## src/rtl/st7789_stream_arbiter.sv

```systemverilog
// Packet-granular round-robin arbiter: two FWFT FIFO read ports share one AXI-Stream master.
// Grant one cycle after data is seen, first beat one cycle later; pops stall while a beat waits on TREADY.
module st7789_stream_arbiter #(
  parameter int DATA_WIDTH = 16,
  parameter int USER_WIDTH = 1
) (
  input  logic                    M_AXIS_CLK,
  input  logic                    M_AXIS_RESETN,
  input  logic [DATA_WIDTH-1:0]   CH0_DOUT_DATA,
  input  logic [DATA_WIDTH/8-1:0] CH0_DOUT_KEEP,
  input  logic [USER_WIDTH-1:0]   CH0_DOUT_USER,
  input  logic                    CH0_DOUT_LAST,
  input  logic                    CH0_EMPTY,
  output logic                    CH0_RDEN,
  input  logic [DATA_WIDTH-1:0]   CH1_DOUT_DATA,
  input  logic [DATA_WIDTH/8-1:0] CH1_DOUT_KEEP,
  input  logic [USER_WIDTH-1:0]   CH1_DOUT_USER,
  input  logic                    CH1_DOUT_LAST,
  input  logic                    CH1_EMPTY,
  output logic                    CH1_RDEN,
  output logic [DATA_WIDTH-1:0]   M_AXIS_TDATA,
  output logic [DATA_WIDTH/8-1:0] M_AXIS_TKEEP,
  output logic [USER_WIDTH-1:0]   M_AXIS_TUSER,
  output logic                    M_AXIS_TLAST,
  output logic                    M_AXIS_TVALID,
  input  logic                    M_AXIS_TREADY,
  output logic                    BUSY,
  output logic                    GRANT_CH
);

  localparam logic [0:0] ST_IDLE   = 1'b0;
  localparam logic [0:0] ST_LOCKED = 1'b1;

  logic [0:0]              r_state;
  logic                    r_grant;
  logic                    r_last_grant;
  logic [DATA_WIDTH-1:0]   r_tdata;
  logic [DATA_WIDTH/8-1:0] r_tkeep;
  logic [USER_WIDTH-1:0]   r_tuser;
  logic                    r_tlast;
  logic                    r_tvalid;

  logic                    w_out_free;
  logic                    w_head_empty;
  logic [DATA_WIDTH-1:0]   w_head_data;
  logic [DATA_WIDTH/8-1:0] w_head_keep;
  logic [USER_WIDTH-1:0]   w_head_user;
  logic                    w_head_last;
  logic                    w_pop;
  logic                    w_any;
  logic                    w_pick;

  // Head word of whichever FIFO currently holds the grant.
  assign w_head_empty = r_grant ? CH1_EMPTY     : CH0_EMPTY;
  assign w_head_data  = r_grant ? CH1_DOUT_DATA : CH0_DOUT_DATA;
  assign w_head_keep  = r_grant ? CH1_DOUT_KEEP : CH0_DOUT_KEEP;
  assign w_head_user  = r_grant ? CH1_DOUT_USER : CH0_DOUT_USER;
  assign w_head_last  = r_grant ? CH1_DOUT_LAST : CH0_DOUT_LAST;

  assign w_out_free = !r_tvalid || M_AXIS_TREADY;
  assign w_pop      = M_AXIS_RESETN && (r_state == ST_LOCKED) && !w_head_empty && w_out_free;
  assign w_any      = !(CH0_EMPTY && CH1_EMPTY);

  always_comb begin
    w_pick = 1'b0;
    case ({CH1_EMPTY, CH0_EMPTY})
      2'b10:   w_pick = 1'b0;
      2'b01:   w_pick = 1'b1;
      2'b00:   w_pick = ~r_last_grant;
      default: w_pick = 1'b0;
    endcase
  end

  assign CH0_RDEN = w_pop && !r_grant;
  assign CH1_RDEN = w_pop &&  r_grant;

  always_ff @(posedge M_AXIS_CLK) begin
    if (!M_AXIS_RESETN) begin
      r_state      <= ST_IDLE;
      r_grant      <= 1'b0;
      r_last_grant <= 1'b1;
    end else begin
      case (r_state)
        ST_IDLE: begin
          if (w_any) begin
            r_state <= ST_LOCKED;
            r_grant <= w_pick;
          end
        end
        ST_LOCKED: begin
          // Lock is held across empty gaps; only a popped LAST releases it.
          if (w_pop && w_head_last) begin
            r_state      <= ST_IDLE;
            r_last_grant <= r_grant;
          end
        end
        default: r_state <= ST_IDLE;
      endcase
    end
  end

  always_ff @(posedge M_AXIS_CLK) begin
    if (!M_AXIS_RESETN) begin
      r_tdata  <= '0;
      r_tkeep  <= '0;
      r_tuser  <= '0;
      r_tlast  <= 1'b0;
      r_tvalid <= 1'b0;
    end else if (w_pop) begin
      r_tdata  <= w_head_data;
      r_tkeep  <= w_head_keep;
      r_tuser  <= w_head_user;
      r_tlast  <= w_head_last;
      r_tvalid <= 1'b1;
    end else if (r_tvalid && M_AXIS_TREADY) begin
      r_tvalid <= 1'b0;
    end
  end

  assign M_AXIS_TDATA  = r_tdata;
  assign M_AXIS_TKEEP  = r_tkeep;
  assign M_AXIS_TUSER  = r_tuser;
  assign M_AXIS_TLAST  = r_tlast;
  assign M_AXIS_TVALID = r_tvalid;
  assign BUSY          = (r_state == ST_LOCKED);
  assign GRANT_CH      = r_grant;

endmodule

```

## config.mk

```make
export PLATFORM = sky130hd
export DESIGN_NAME = st7789_stream_arbiter
export DESIGN_NICKNAME = d
export VERILOG_FILES = /design/src/rtl/st7789_stream_arbiter.sv
export SDC_FILE = /design/constraint.sdc
export NUM_CORES = 1
export LEC_CHECK = 0
export BUFFER_PORTS_ARGS = -buffer_cell sky130_fd_sc_hd__buf_4
export CAP_MARGIN = 10
export CORE_MARGIN = 4
export CORE_UTILIZATION = 43
export DETAILED_ROUTE_END_ITERATION = 6
export PLACE_DENSITY = 0.88
export SLEW_MARGIN = 20
export SYNTH_ARGS = -nofsm -noshare
export SYNTH_HDL_FRONTEND = slang
export SYNTH_SLANG_ARGS = --single-unit
```

## constraint.sdc

```tcl
create_clock -name M_AXIS_CLK -period 1.85 [get_ports M_AXIS_CLK]
set_input_delay 0.37 -clock M_AXIS_CLK [delete_from_list [all_inputs] [get_ports M_AXIS_CLK]]
set_output_delay 0.37 -clock M_AXIS_CLK [all_outputs]
set_load 0.1 [all_outputs]
```

==> flow_summary.ini <==
[sta]
hold_viol_final = 0
clock_skew_ps = 1.88
rsz0062_at_grt = true
slew_headroom = 0.725
final-setup-viol-count = 2
holdWs_ps = 301
totalNegativeSetupSlack_ps = -157
final_max_slew_viol_count = 0
worstMarginPinSlew_ps = 413
minimum_clock_period_ps = 1930
maxClockFrequency_mhz = 517
timing.final.ws_setup_ps = -83.9
period_share = 1.05

[grt]
grt_pass1_vias = 1205
grt_first_pass_wirelength_um = 5110
global_route.overflow_total = 0
largest_net_degree_at_the_start_of_global_routing = 27
gr-usage-all-layers = 0.179
antenna_found_initial = 0

[synth]
synthDominantAreaCellType = sky130_fd_sc_hd__dfxtp_1
post_synth_main_area_contributors = sky130_fd_sc_hd__dfxtp_1 (39%), sky130_fd_sc_hd__mux2i_1 (16%), sky130_fd_sc_hd__o211a_1 (16%)
ys_seq_elements = 24
yosysWarningCount = 0
synthDistinctLibCells = 23
postSynthNetCount = 163
post_synthesis_instance_area_um2 = 1230
synth_area_per_cell_um2 = 10.4
post_synthesis_cells = 118
area_share_of_the_leading_cell_type_in_the_synthesized_netlist = 0.392
synth.yosys.seq_area_share = 0.392

[routing]
wl_per_cell_um = 15.7
detail_route.first_pass.iterations = 6
average_vias_per_placed_instance = 5.68
postRouteWirelength_um = 3450
drtIter0Drc = 39
routed-via-count = 1243
remaining_antenna_violation_count = 0
drc = 0

[power_and_ir_drop]
vdd_ir_drop_max_mv = 0.553
totalPowerFinal_mw = 1.52
cellPowerDensity_nw_per_um2 = 807
p_leak_nw = 1.01

[outcome]
run_status = finished with violations
failed_checks = setup timing

[die]
placement_rows = 19
num_io_pins = 70
coreArea_um2 = 2730
start_util = 0.449
dieArea_um2 = 3770
die_width_um = 61.4
die_boundary_height_um = 61.4

[place]
finalWeightedCongestion = 0.842
pre_cts_ws_ps = 100
detailed_place_hpwl_um = 2550
place_inst = 211
postPlaceCellArea_um2 = 1790
io_buffers = 69

[setup_path]
critical_path.most_common_cell = sky130_fd_sc_hd__and3_4
worstPathRequired_ps = 1480
r2r_cells = 6
path_max_fanout = 4
slowest_stage = sky130_fd_sc_hd__dfxtp_4
crit_type = register to primary output
critical_path.startpoint_type = register
timing.critical_path.arrival_ps = 1560
cell_breakdown_of_the_critical_path = mux2i_4, and3_4, and3_4, buf_12
critPathMaxStageDelay_ps = 380
worst_setup_path_end_kind = primary output

[final_layout]
num_antenna_cells = 0
num-fill-cells = 214
post_layout_nonfiller_instances = 219
final_layout_size_suffix_gt1_frac = 0.495
most-common-layout-cells = sky130_fd_sc_hd__buf_4 (79), sky130_fd_sc_hd__dfxtp_1 (21), sky130_fd_sc_hd__mux2i_1 (20), sky130_fd_sc_hd__nand4_1 (20), sky130_fd_sc_hd__o211a_1 (20)
most_common_cell_after_layout_fill_and_taps_aside = sky130_fd_sc_hd__buf_4
design_area_um2 = 1880
area_delta_synth_final_pct = 53.2
final_core_utilization = 0.687
fin_nets = 234

[clocking]
cts_tree = done
clock_insertion_delay_worst_skew_ps = 310
clock_tree.root_cell = sky130_fd_sc_hd__clkbuf_4
num_cts_buffers = 3
clock-sinks = 24
cts.clk_slew.worst_paths_ps = 130
clock_tree.buffer_depth = 2
cts_max_level = 1

[run]
drv_cap = 0

[worst_hold_path]
min-delay-path-class = primary input to register
worst_hold_path.num_cells = 2
==> critical path: cells and delay by family (launching register included) <==
kind	cells	cell delay, ps
buffers and inverters	1	170
DFF	1	380
muxes	1	270
and+or+nand+nor	2	420
==> worst paths after layout <==
check / start / endpoint / slack [ps]
worst min-delay path: CH1_DOUT_LAST / r_last_grant$_SDFFE_PN1P_ / 300
worst max-delay path: GRANT_CH$_SDFFE_PN0P_ / CH1_RDEN / -80
worst max register to register: GRANT_CH$_SDFFE_PN0P_ / r_last_grant$_SDFFE_PN1P_ / 250
worst min register to register: M_AXIS_TDATA[14]$_SDFFE_PN0P_ / M_AXIS_TDATA[14]$_SDFFE_PN0P_ / 520
==> sequential cells by signal, summed over array words and instances, names as in the netlist <==
signal and flops:
M_AXIS_TDATA 16, M_AXIS_TKEEP 2, BUSY 1, GRANT_CH 1, M_AXIS_TLAST 1, M_AXIS_TUSER 1, M_AXIS_TVALID 1, r_last_grant 1
==> layout make-up <==
class	instances	area, um^2	area share
clock buffer	4	36.3	0.0193
inverter	1	3.75	0.00200
multi-input combinational	78	679	0.362
sequential	24	487	0.259
tap	31	38.8	0.0207
timing repair buffer	81	633	0.337
==> layer usage <==
| metal | share of wire | global-route usage |
|---|---|---|
| met5 | 0 | 0 |
| met4 | 0.014 | 0.0485 |
| met3 | 0.077 | 0.0335 |
| met2 | 0.53 | 0.332 |
| met1 | 0.38 | 0.209 |
==> what timing repair did <==
| item | 4_1_cts | 5_1_grt |
|---|---|---|
| buffers inserted | 3 | 1 |
| hold buffers | 0 | 0 |
| setup endpoints to repair | 2 | 3 |
| pin swaps | 3 | 1 |
| gates resized for setup | 6 | 0 |
| endpoints found under the hold margin | 0 | 0 |
==> synthesized netlist by cell type <==
library cell	instances
sky130_fd_sc_hd__mux2i_4	1
sky130_fd_sc_hd__nand2_1	4
sky130_fd_sc_hd__nand4_1	20
sky130_fd_sc_hd__o21ai_1	1
sky130_fd_sc_hd__buf_6	3
sky130_fd_sc_hd__nor2_1	1
sky130_fd_sc_hd__a21boi_1	2
sky130_fd_sc_hd__and3_1	1
sky130_fd_sc_hd__nand3_1	1
sky130_fd_sc_hd__inv_1	1
sky130_fd_sc_hd__a41oi_1	1
sky130_fd_sc_hd__nand2b_1	1
sky130_fd_sc_hd__clkbuf_1	7
sky130_fd_sc_hd__and3_4	1
sky130_fd_sc_hd__a311o_1	1
sky130_fd_sc_hd__buf_2	4
sky130_fd_sc_hd__o221a_1	1
sky130_fd_sc_hd__o211a_1	20
sky130_fd_sc_hd__nor3b_1	1
sky130_fd_sc_hd__dfxtp_1	24
sky130_fd_sc_hd__mux2i_1	20
sky130_fd_sc_hd__o21ai_0	1
sky130_fd_sc_hd__buf_1	1
==> cell families after synthesis <==
family                 after synthesis  synth area share
AO/OA/AOI/OAI                       27             0.208
buffers and inverters               16            0.0714
flip-flops                          24             0.392
multiplexers                        21             0.182
AND/OR/NAND/NOR                     30             0.147
==> power breakdown <==
group / switching [mW] / internal, mW / total, mW
clock: 0.156 / 0.120 / 0.276
combinational: 0.440 / 0.207 / 0.647
sequential: 0.0316 / 0.560 / 0.592
total: 0.628 / 0.888 / 1.52
Power figures use the tool's default switching activity.
